**src/rtl/axi_arb_pkg.sv**
```systemverilog
// Shared types and constants for the AXI read-channel arbiter.
// Requester indices double as the low ARID bits.
package axi_arb_pkg;

  typedef enum logic {
    ARB_IDLE = 1'b0,
    ARB_HOLD = 1'b1
  } arb_state_t;

  localparam int REQ_ICACHE  = 0;
  localparam int REQ_DCACHE  = 1;
  localparam int REQ_UNCACHE = 2;

  localparam logic [3:0] ARCACHE_DEFAULT = 4'hF;
  localparam logic [2:0] ARPROT_DEFAULT  = 3'b000;

endpackage

```
**src/rtl/axi_rd_arbiter_rr.sv**
```systemverilog
// rr_arbiter: one-hot grant plus index from a request vector.
// AXI_RD_ARB_RR_EN selects round-robin; otherwise lowest index wins.
module rr_arbiter #(
  parameter int N  = 3,
  parameter int IW = 2
) (
  input  logic          clk,
  input  logic          reset,
  input  logic [N-1:0]  req,
  input  logic          advance,
  input  logic [IW-1:0] adv_idx,
  output logic [N-1:0]  gnt,
  output logic [IW-1:0] idx,
  output logic          any
);

`ifdef AXI_RD_ARB_RR_EN
  logic [IW-1:0] ptr_q, ptr_d;

  // ptr_q holds the index the next search starts from
  always_comb begin
    int j;
    j   = 0;
    gnt = '0;
    idx = '0;
    any = 1'b0;
    for (int k = 0; k < N; k++) begin
      j = int'(ptr_q) + k;
      if (j >= N) j -= N;
      if (!any && req[j]) begin
        any    = 1'b1;
        gnt[j] = 1'b1;
        idx    = IW'(j);
      end
    end
  end

  always_comb begin
    ptr_d = ptr_q;
    if (advance) begin
      if (adv_idx == IW'(N - 1)) ptr_d = '0;
      else                       ptr_d = adv_idx + 1'b1;
    end
  end

  always_ff @(posedge clk) begin
    if (reset) ptr_q <= '0;
    else       ptr_q <= ptr_d;
  end
`else
  logic unused_rr;
  assign unused_rr = ^{clk, reset, advance, adv_idx};

  always_comb begin
    gnt = '0;
    idx = '0;
    any = 1'b0;
    for (int k = 0; k < N; k++) begin
      if (!any && req[k]) begin
        any    = 1'b1;
        gnt[k] = 1'b1;
        idx    = IW'(k);
      end
    end
  end
`endif

endmodule

```
**src/rtl/axi_rd_arbiter.sv**
```systemverilog
// Shares one AXI4 AR/R channel pair between ICache, DCache and UnCache.
// Define AXI_RD_ARB_RR_EN for round-robin, else fixed priority.
module axi_rd_arbiter
  import axi_arb_pkg::*;
#(
  parameter int N_MASTER = 3,
  parameter int MAX_OUT  = 2,
  parameter int ID_W     = 4
) (
  input  logic                  clk,
  input  logic                  reset,
  input  logic [N_MASTER*32-1:0] s_araddr,
  input  logic [N_MASTER*8-1:0] s_arlen,
  input  logic [N_MASTER*3-1:0] s_arsize,
  input  logic [N_MASTER*2-1:0] s_arburst,
  input  logic [N_MASTER-1:0]   s_arvalid,
  output logic [N_MASTER-1:0]   s_arready,
  output logic [31:0]           s_rdata,
  output logic [1:0]            s_rresp,
  output logic                  s_rlast,
  output logic [N_MASTER-1:0]   s_rvalid,
  input  logic [N_MASTER-1:0]   s_rready,
  output logic [ID_W-1:0]       arid,
  output logic [31:0]           araddr,
  output logic [7:0]            arlen,
  output logic [2:0]            arsize,
  output logic [1:0]            arburst,
  output logic                  arlock,
  output logic [3:0]            arcache,
  output logic [2:0]            arprot,
  output logic                  arvalid,
  input  logic                  arready,
  input  logic [ID_W-1:0]       rid,
  input  logic [31:0]           rdata,
  input  logic [1:0]            rresp,
  input  logic                  rlast,
  input  logic                  rvalid,
  output logic                  rready,
  output logic                  rd_id_err
);

  localparam int IDX_W = (N_MASTER > 1) ? $clog2(N_MASTER) : 1;

  arb_state_t state_q, state_d;
  logic [IDX_W-1:0] grant_q, grant_d;
  logic [IDX_W-1:0] sel, win_idx, r_idx;
  logic [N_MASTER-1:0][2:0] out_cnt_q, out_cnt_d;
  logic err_q, err_d;
  logic [N_MASTER-1:0] elig, win_gnt, inc, dec;
  logic win_any, ar_hs, r_ok;
  logic unused_rid;

  assign unused_rid = ^rid[ID_W-1:IDX_W];

  // Eligibility uses this cycle's counters, before any update
  always_comb begin
    for (int i = 0; i < N_MASTER; i++) begin
      elig[i] = s_arvalid[i] && (out_cnt_q[i] < 3'(MAX_OUT));
    end
  end

  rr_arbiter #(
    .N  (N_MASTER),
    .IW (IDX_W)
  ) u_arb (
    .clk     (clk),
    .reset   (reset),
    .req     (elig),
    .advance (ar_hs),
    .adv_idx (sel),
    .gnt     (win_gnt),
    .idx     (win_idx),
    .any     (win_any)
  );

  always_comb begin
    state_d   = state_q;
    grant_d   = grant_q;
    sel       = win_idx;
    arvalid   = 1'b0;
    s_arready = '0;
    unique case (state_q)
      ARB_IDLE: begin
        arvalid = win_any;
        if (win_any) begin
          if (arready) begin
            s_arready = win_gnt;
          end else begin
            state_d = ARB_HOLD;
            grant_d = win_idx;
          end
        end
      end
      ARB_HOLD: begin
        sel     = grant_q;
        arvalid = 1'b1;
        if (arready) begin
          s_arready[grant_q] = 1'b1;
          state_d            = ARB_IDLE;
        end
      end
      default: state_d = ARB_IDLE;
    endcase
    if (reset) begin
      arvalid   = 1'b0;
      s_arready = '0;
    end
  end

  assign ar_hs   = arvalid && arready;
  assign arid    = ID_W'(sel);
  assign araddr  = s_araddr[int'(sel)*32 +: 32];
  assign arlen   = s_arlen[int'(sel)*8 +: 8];
  assign arsize  = s_arsize[int'(sel)*3 +: 3];
  assign arburst = s_arburst[int'(sel)*2 +: 2];
  assign arlock  = 1'b0;
  assign arcache = ARCACHE_DEFAULT;
  assign arprot  = ARPROT_DEFAULT;

  assign r_idx   = rid[IDX_W-1:0];
  assign r_ok    = int'(r_idx) < N_MASTER;
  assign s_rdata = rdata;
  assign s_rresp = rresp;
  assign s_rlast = rlast;

  // Beats for an unknown requester are drained so the bus cannot stall
  always_comb begin
    s_rvalid = '0;
    rready   = 1'b1;
    dec      = '0;
    err_d    = err_q;
    if (r_ok) begin
      s_rvalid[r_idx] = rvalid;
      rready          = s_rready[r_idx];
      dec[r_idx]      = rvalid && s_rready[r_idx] && rlast;
    end else if (rvalid) begin
      err_d = 1'b1;
    end
    if (reset) s_rvalid = '0;
  end

  always_comb begin
    inc       = '0;
    out_cnt_d = out_cnt_q;
    for (int i = 0; i < N_MASTER; i++) begin
      inc[i] = ar_hs && (sel == IDX_W'(i));
      if (inc[i] && !dec[i]) begin
        out_cnt_d[i] = out_cnt_q[i] + 3'd1;
      end else if (dec[i] && !inc[i] && out_cnt_q[i] != 3'd0) begin
        out_cnt_d[i] = out_cnt_q[i] - 3'd1;
      end
    end
  end

  always_ff @(posedge clk) begin
    if (reset) begin
      state_q   <= ARB_IDLE;
      grant_q   <= '0;
      out_cnt_q <= '0;
      err_q     <= 1'b0;
    end else begin
      state_q   <= state_d;
      grant_q   <= grant_d;
      out_cnt_q <= out_cnt_d;
      err_q     <= err_d;
    end
  end

  assign rd_id_err = err_q;

endmodule

```
**config.mk**
```make
export PLATFORM = sky130hd
export DESIGN_NAME = axi_rd_arbiter
export DESIGN_NICKNAME = d
export VERILOG_FILES = /design/src/rtl/axi_arb_pkg.sv /design/src/rtl/axi_rd_arbiter_rr.sv /design/src/rtl/axi_rd_arbiter.sv
export SDC_FILE = /design/constraint.sdc
export NUM_CORES = 1
export LEC_CHECK = 0
export CORE_AREA = 3 3 110 112
export CTS_BUF_LIST = sky130_fd_sc_hd__clkbuf_2 sky130_fd_sc_hd__clkbuf_4 sky130_fd_sc_hd__clkbuf_8
export DETAILED_ROUTE_END_ITERATION = 8
export DIE_AREA = 0 0 113 115
export PLACE_DENSITY_LB_ADDON = 0.2
export SLEW_MARGIN = 20
export SYNTH_ARGS = -nofsm -noshare
export SYNTH_HDL_FRONTEND = slang
export SYNTH_SLANG_ARGS = --single-unit
```
**constraint.sdc**
```tcl
create_clock -name clk -period 3 [get_ports clk]
set_input_delay 0.3 -clock clk [delete_from_list [all_inputs] [get_ports clk]]
set_output_delay 0.3 -clock clk [all_outputs]
set_load 0.02 [all_outputs]
```
=== Word level (Yosys, flattened, before mapping) ===
Cells that the tools add are included.

* Flip-flop bits (word level): 13
* Input port bits: 184
* Output and inout bits: 101

* Add/subtract/negate cells: 6
* Multiply operators: 1
* Magnitude comparators: 8
* Equal/unequal tests: 2
* Shifts and indexed selects: 4
* Multiplexer cells: 34
* Bitwise gates (word level): 5
* Reductions and logical operators: 39

{| class="wikitable"
|+ Operator list
! kind !! count
|-
| $shiftx A96 B8 Y32 || 1
|-
| $mux W3 || 13
|-
| $shiftx A24 B6 Y8 || 1
|-
| $logic_and A1 B1 Y1 || 22
|-
| $mux W1 || 13
|-
| $add A3 B1 Y3 const B || 3
|-
| $lt A3 B2 Y1 const B || 3
|-
| $reduce_bool A3 Y1 || 3
|-
| $shiftx A9 B5 Y3 || 1
|-
| $sub A3 B1 Y3 const B || 3
|-
| $logic_not A1 Y1 || 8
|-
| $and A3 B3 Y3 || 2
|-
| $lt A2 B3 Y1 const B || 2
|-
| $pmux W3 S2 || 1
|-
| $reduce_bool A2 Y1 || 3
|-
| $shiftx A6 B4 Y2 || 1
|-
| $demux W1 S2 || 2
|-
| $ge A2 B1 Y1 const B || 2
|-
| $mul A2 B2 Y4 const B || 1
|-
| $mux W2 || 2
|-
| $pmux W1 S2 || 2
|-
| $not A1 Y1 || 3
|-
| $reduce_and A3 Y1 || 1
|-
| $bmux W1 S2 || 1
|-
| 5 further kinds || 5
|}

=== Depth between registers and ports, before layout ===
Gate-level depths: netlist of run 1.

* Depth after elaboration: 18
* Mapped depth: 9
* Gate-level depth less buffers: 8

=== Hierarchy ===
A second synthesis of run 1 with hierarchy kept.

* Cell total of the unflattened synthesis: 323
* Area total of the unflattened synthesis: 2,334.7 µm²

{| class="wikitable"
|+ By module, submodules not included
! module !! instances !! cells each !! area each (µm²)
|-
| axi_rd_arbiter || 1 || 317 || 2,289.7
|-
| rr_arbiter || 1 || 6 || 45.0
|}

=== Worst setup path after synthesis of run 1 ===
OpenSTA, ideal clock, no wires.

* Path kind: reg2reg
* Start: register out_cnt_q[7] in the netlist's numbering
* End: register out_cnt_q[8] in the netlist's numbering
* Library setup time: 121 ps
* Data arrival time: 2,564 ps
* Data required time: 2,879 ps
* Setup slack: 314 ps
* Stages on the path, launching flop included: 8
* Path buffers: 1
* Clock period less this slack: 2,686 ps
* Path through: dfxtp_1 or4b_1 o31ai_2 buf_2 nand3_1 fa_1 o41a_1 mux2_4

* Longest elaborated chain between the ends: 12
* Elaborated cells between the ends (all ways): 21
* Classes of those cells: add/sub (2); order compare (1); eq/ne (1); mux (7); reduce/logical (10)

{| class="wikitable"
|+ RTL lines
! what !! line !! text
|-
| start, declared || axi_rd_arbiter.sv:47 || <nowiki>logic [N_MASTER-1:0][2:0] out_cnt_q, out_cnt_d;</nowiki>
|-
| start signal, assigned || axi_rd_arbiter.sv:164 || <nowiki>out_cnt_q <= out_cnt_d;</nowiki>
|-
| $lt A3 B2 Y1 || axi_rd_arbiter.sv:58 || <nowiki>elig[i] = s_arvalid[i] && (out_cnt_q[i] < 3'(MAX_OUT));</nowiki>
|-
| $logic_and A1 B1 Y1 || axi_rd_arbiter.sv:58 ||
|-
| $logic_and A1 B1 Y1 || axi_rd_arbiter_rr.sv:59 || <nowiki>if (!any && req[k]) begin</nowiki>
|-
| $mux W1 || axi_rd_arbiter_rr.sv:59 ||
|-
| $pmux W1 S2 || axi_rd_arbiter.sv:82 || <nowiki>unique case (state_q)</nowiki>
|-
| $mux W1 || axi_rd_arbiter.sv:104 || <nowiki>if (reset) begin</nowiki>
|-
| $logic_and A1 B1 Y1 || axi_rd_arbiter.sv:110 || <nowiki>assign ar_hs = arvalid && arready;</nowiki>
|-
| $logic_and A1 B1 Y1 || axi_rd_arbiter.sv:146 || <nowiki>inc[i] = ar_hs && (sel == IDX_W'(i));</nowiki>
|-
| $logic_not A1 Y1 || axi_rd_arbiter.sv:149 || <nowiki>end else if (dec[i] && !inc[i] && out_cnt_q[i] != 3'd0) begin</nowiki>
|-
| $logic_and A1 B1 Y1 (2 in a row) || axi_rd_arbiter.sv:149 ||
|-
| $reduce_bool A2 Y1 (no source line) || n/a ||
|}

Several ways; a longest one is shown, not always the timed one. The select of a mux whose other input is x is not followed.
A chain may end at the register's enable or synchronous reset.

=== Worst setup path after layout of run 1 ===
* Start: input port s_arvalid[1]
* End: output port s_arready[1]

* Longest elaborated chain between the ends: 9
* Elaborated cells between the ends (all ways): 11
* Classes of those cells: mux (7); reduce/logical (4)

{| class="wikitable"
|+ RTL lines
! what !! line !! text
|-
| start, declared || axi_rd_arbiter.sv:16 || <nowiki>input logic [N_MASTER-1:0] s_arvalid,</nowiki>
|-
| $logic_and A1 B1 Y1 * || axi_rd_arbiter.sv:58 ||
|-
| $logic_and A1 B1 Y1 * || axi_rd_arbiter_rr.sv:59 ||
|-
| $mux W1 || axi_rd_arbiter_rr.sv:59 ||
|-
| $logic_not A1 Y1 || axi_rd_arbiter_rr.sv:59 ||
|-
| $logic_and A1 B1 Y1 || axi_rd_arbiter_rr.sv:59 ||
|-
| $mux W1 || axi_rd_arbiter_rr.sv:59 ||
|-
| $mux W3 * || axi_rd_arbiter.sv:85 || <nowiki>if (win_any) begin</nowiki>
|-
| $pmux W3 S2 * || axi_rd_arbiter.sv:82 ||
|-
| $mux W3 * || axi_rd_arbiter.sv:104 ||
|-
| end, declared || axi_rd_arbiter.sv:17 || <nowiki>output logic [N_MASTER-1:0] s_arready,</nowiki>
|}

Every way passes the cells marked *; elsewhere a longest branch is shown, timed or not.

==> impl_metrics.toml, run 1 <==
[sta]
hold_violations = 0
max_freq_ghz = 0.353
whs_ns = 0.480
rsz0062_at_grt = "no"
fin_ws_ns = 0.171
setup_viol_count_final = 0
drv_slew = 0
min_period_ns = 2.83
post-route-period-util_pct = 94.3
clock_skew_ns = 0.00407

[drt]
antenna_left = 0
firstDrtPassIters = 4
drc = 0
finalWirelength_um = 9980
wire_per_inst_um = 15.7
viasPerCell = 4.45
vias = 2832
drtIter0Drc = 73

[clocking]
holdBufCountCts = 0
clkSlewWorstSetupHoldPaths_ns = 0.05
cts_buffer_depth = 2
cts_root_buf = "clkbuf_8"
cts_made_buffers = 3
post_cts_buffers = 0
h-tree-depth = 1
cts_tree = "yes"
cts_sinks = 13
insertion_delay_ns = 0.24

[yosys]
asyncSetResetFlopFracSynth_pct = 0
dominantRegCellSynth = "dfxtp_1"
yosys_warnings = 0
yosys_register_bits = 13
yosysMostFrequentCell = "nand2_1"
syn_area_per_cell_um2 = 7.05
yosys.area.top_type_share_pct = 20.0
netlist_area_mm2 = 0.00225
yosys.cell_types.count = 53
ys_top_cells_by_count = "nand2_1 (53), buf_4 (45), mux2i_1 (45)"
synth_top_area_cell = "mux2i_1"
synth_edf_count = 0
syn_inst = 319
synth_area_leaders = "mux2i_1 (20%), buf_4 (15%), dfxtp_1 (12%)"
ys_seq_area_share_pct = 11.6

[placement]
dpl_worst_slack_ns = -0.0947
dp_hpwl_um = 8360
gp_congestion = 0.811
place_inst = 633
portBuffers = 204

[floorplan]
rows = 39
io_pins = 285
die_y_um = 115
chipWidth_um = 113
start_util_pct = 19.9
die_area_mm2 = 0.0130
core_mm2 = 0.0113

[pwr]
comb_power_share_pct = 67.5
internal_power_w = 0.000677
seqPwrFrac_pct = 17.3
power_switching_w = 0.000426
ir_drop_mv = 0.129
swShare_pct = 38.6
power.share.clock_pct = 15.3
power.density_mw_per_mm2 = 256
p_leak_nw = 1.69

[critical_path]
start_kind = "primary input"
critPathKind = "primary input to primary output"
end_kind = "primary output"
cp-startpoint = "s_arvalid[1]"
reg2reg_from = "out_cnt_q[7]"
crit_required_ns = 2.70
arrival_ns = 2.53
cp_max_fo = 2

[grt]
antenna_found_initial = 0
grt_pass1_wl_um = 14300
grt_pass1_vias = 2670
grt_start_max_net_pins = 28
grt_usage_pct = 13.5
grt_overflow = 0

[outcome]
run_status = "finished, final reports clean"

[finish]
fin_util_pct = 38.1
num_antenna_cells = 0
syn2layout_area_growth_pct = 91.6
drive_above_1_share_pct = 7.49
nets = 682
final_cells = 637

[hold_path]
hold_class = "flop to flop"
min-delay-start = "rd_id_err"

[run]
max_cap_viol_count = 0
[power groups by stage]
stage                     clock network, W  logic, W  registers (W)
final                             0.000169  0.000745       0.000191
after global routing              0.000186  0.000799       0.000192
after CTS                         0.000175  0.000755       0.000190
after detailed placement                 0  0.000811       0.000194
after global placement                   0  0.000804       0.000194
after floorplan                          0  0.000423       0.000193
[repair_timing]
item	4_1_cts	5_1_grt
cloned	0	0
endpoints found under the setup margin	43	3
gates resized for setup	45	3
[state kept, by name, summed over array words and instances (netlist names)]
| register | cells |
|---|---|
| grant_q | 2 |
| rd_id_err | 1 |
| state_q | 1 |
| out_cnt_q | 9 |
[layout make-up]
type / instances / area, um^2
clock buffer: 4 / 48.8
fill: 1229 / 7010
inverter: 8 / 30.0
multi-input combinational: 243 / 1570
sequential: 13 / 260
tap: 143 / 179
timing repair buffer: 226 / 2220
[critical path, stage by stage]
cell             delay, ns
clkdlybuf4s50_1       0.48
or3b_4                0.38
buf_4                 0.14
o32ai_1               0.28
buf_4                 0.17
nand2_1               0.07
inv_1                 0.09
clkdlybuf4s50_1       0.62
[routing by layer]
| layer | routed length (um) | track usage, % |
|---|---|---|
| met1 | 3890 | 15.4 |
| met5 | 0 | 0 |
| met2 | 5240 | 26.1 |
| met4 | 39 | 1.84 |
| met3 | 801 | 3.37 |
[logic make-up after synthesis]
family                   after synthesis  synth area share, %
AO/OA/AOI/OAI                         80                 21.5
flip-flops                            13                 11.6
AND/OR/NAND/NOR                      101                 21.6
other                                  2                0.334
adder cells (fa/ha/maj)                3                 2.67
multiplexers                          48                 21.7
buffers and inverters                 71                 20.2
XOR/XNOR                               1                0.389
[per-stage QoR]
stage / setup TNS [ns] / cell area [um^2] / total power, W
floorplan: 0 / 2280 / 0.000615
global placement: -1.47 / 4300 / 0.000998
detailed placement: -1.90 / 4300 / 0.00101
global route: 0 / 4310 / 0.00118
finish: 0 / 4310 / 0.00110
CTS: 0 / 4300 / 0.00112
[final timing paths]
path | end | slack (ns) | cells after the start
max | s_arready[1] | 0.17 | 8
min reg2reg | rd_id_err | 0.48 | 2
min | rd_id_err | 0.48 | 2
max reg2reg | out_cnt_q[8] | 0.34 | 6
[placed cells by master, fill, tap and decap left out, types with 2 or more instances in the layout]
master / n
and2_1: 3
buf_4: 16
inv_1: 7
mux2i_1: 45
nand2_1: 53
a211oi_1: 3
buf_12: 4
dfxtp_1: 13
o21ai_1: 7
a21oi_1: 8
dlymetal6s2s_1: 3
fa_1: 3
nand3_1: 2
conb_1: 10
buf_6: 2
nor3_1: 5
mux2_2: 2
clkdlybuf4s50_1: 158
a31oi_1: 3
dlygate4sd2_1: 43
nor2b_1: 6
and3_1: 3
o21ai_0: 43
clkbuf_8: 3
nand4_1: 2
nor2_1: 14
nand2b_1: 2
Note: power is estimated with default switching activity, not from simulation.
==> inputs of run 2 (changes only) <==
SLEW_MARGIN = unset   (was 20)
==> results of run 2 <==
Same layout as run 1: the final DEF is identical, and so are final timing and power.
==> inputs of run 3 (changes only) <==
CTS_CLUSTER_DIAMETER = 40   (was unset)
==> results of run 3 <==
Same layout as run 1: the final DEF is identical, and so are final timing and power.
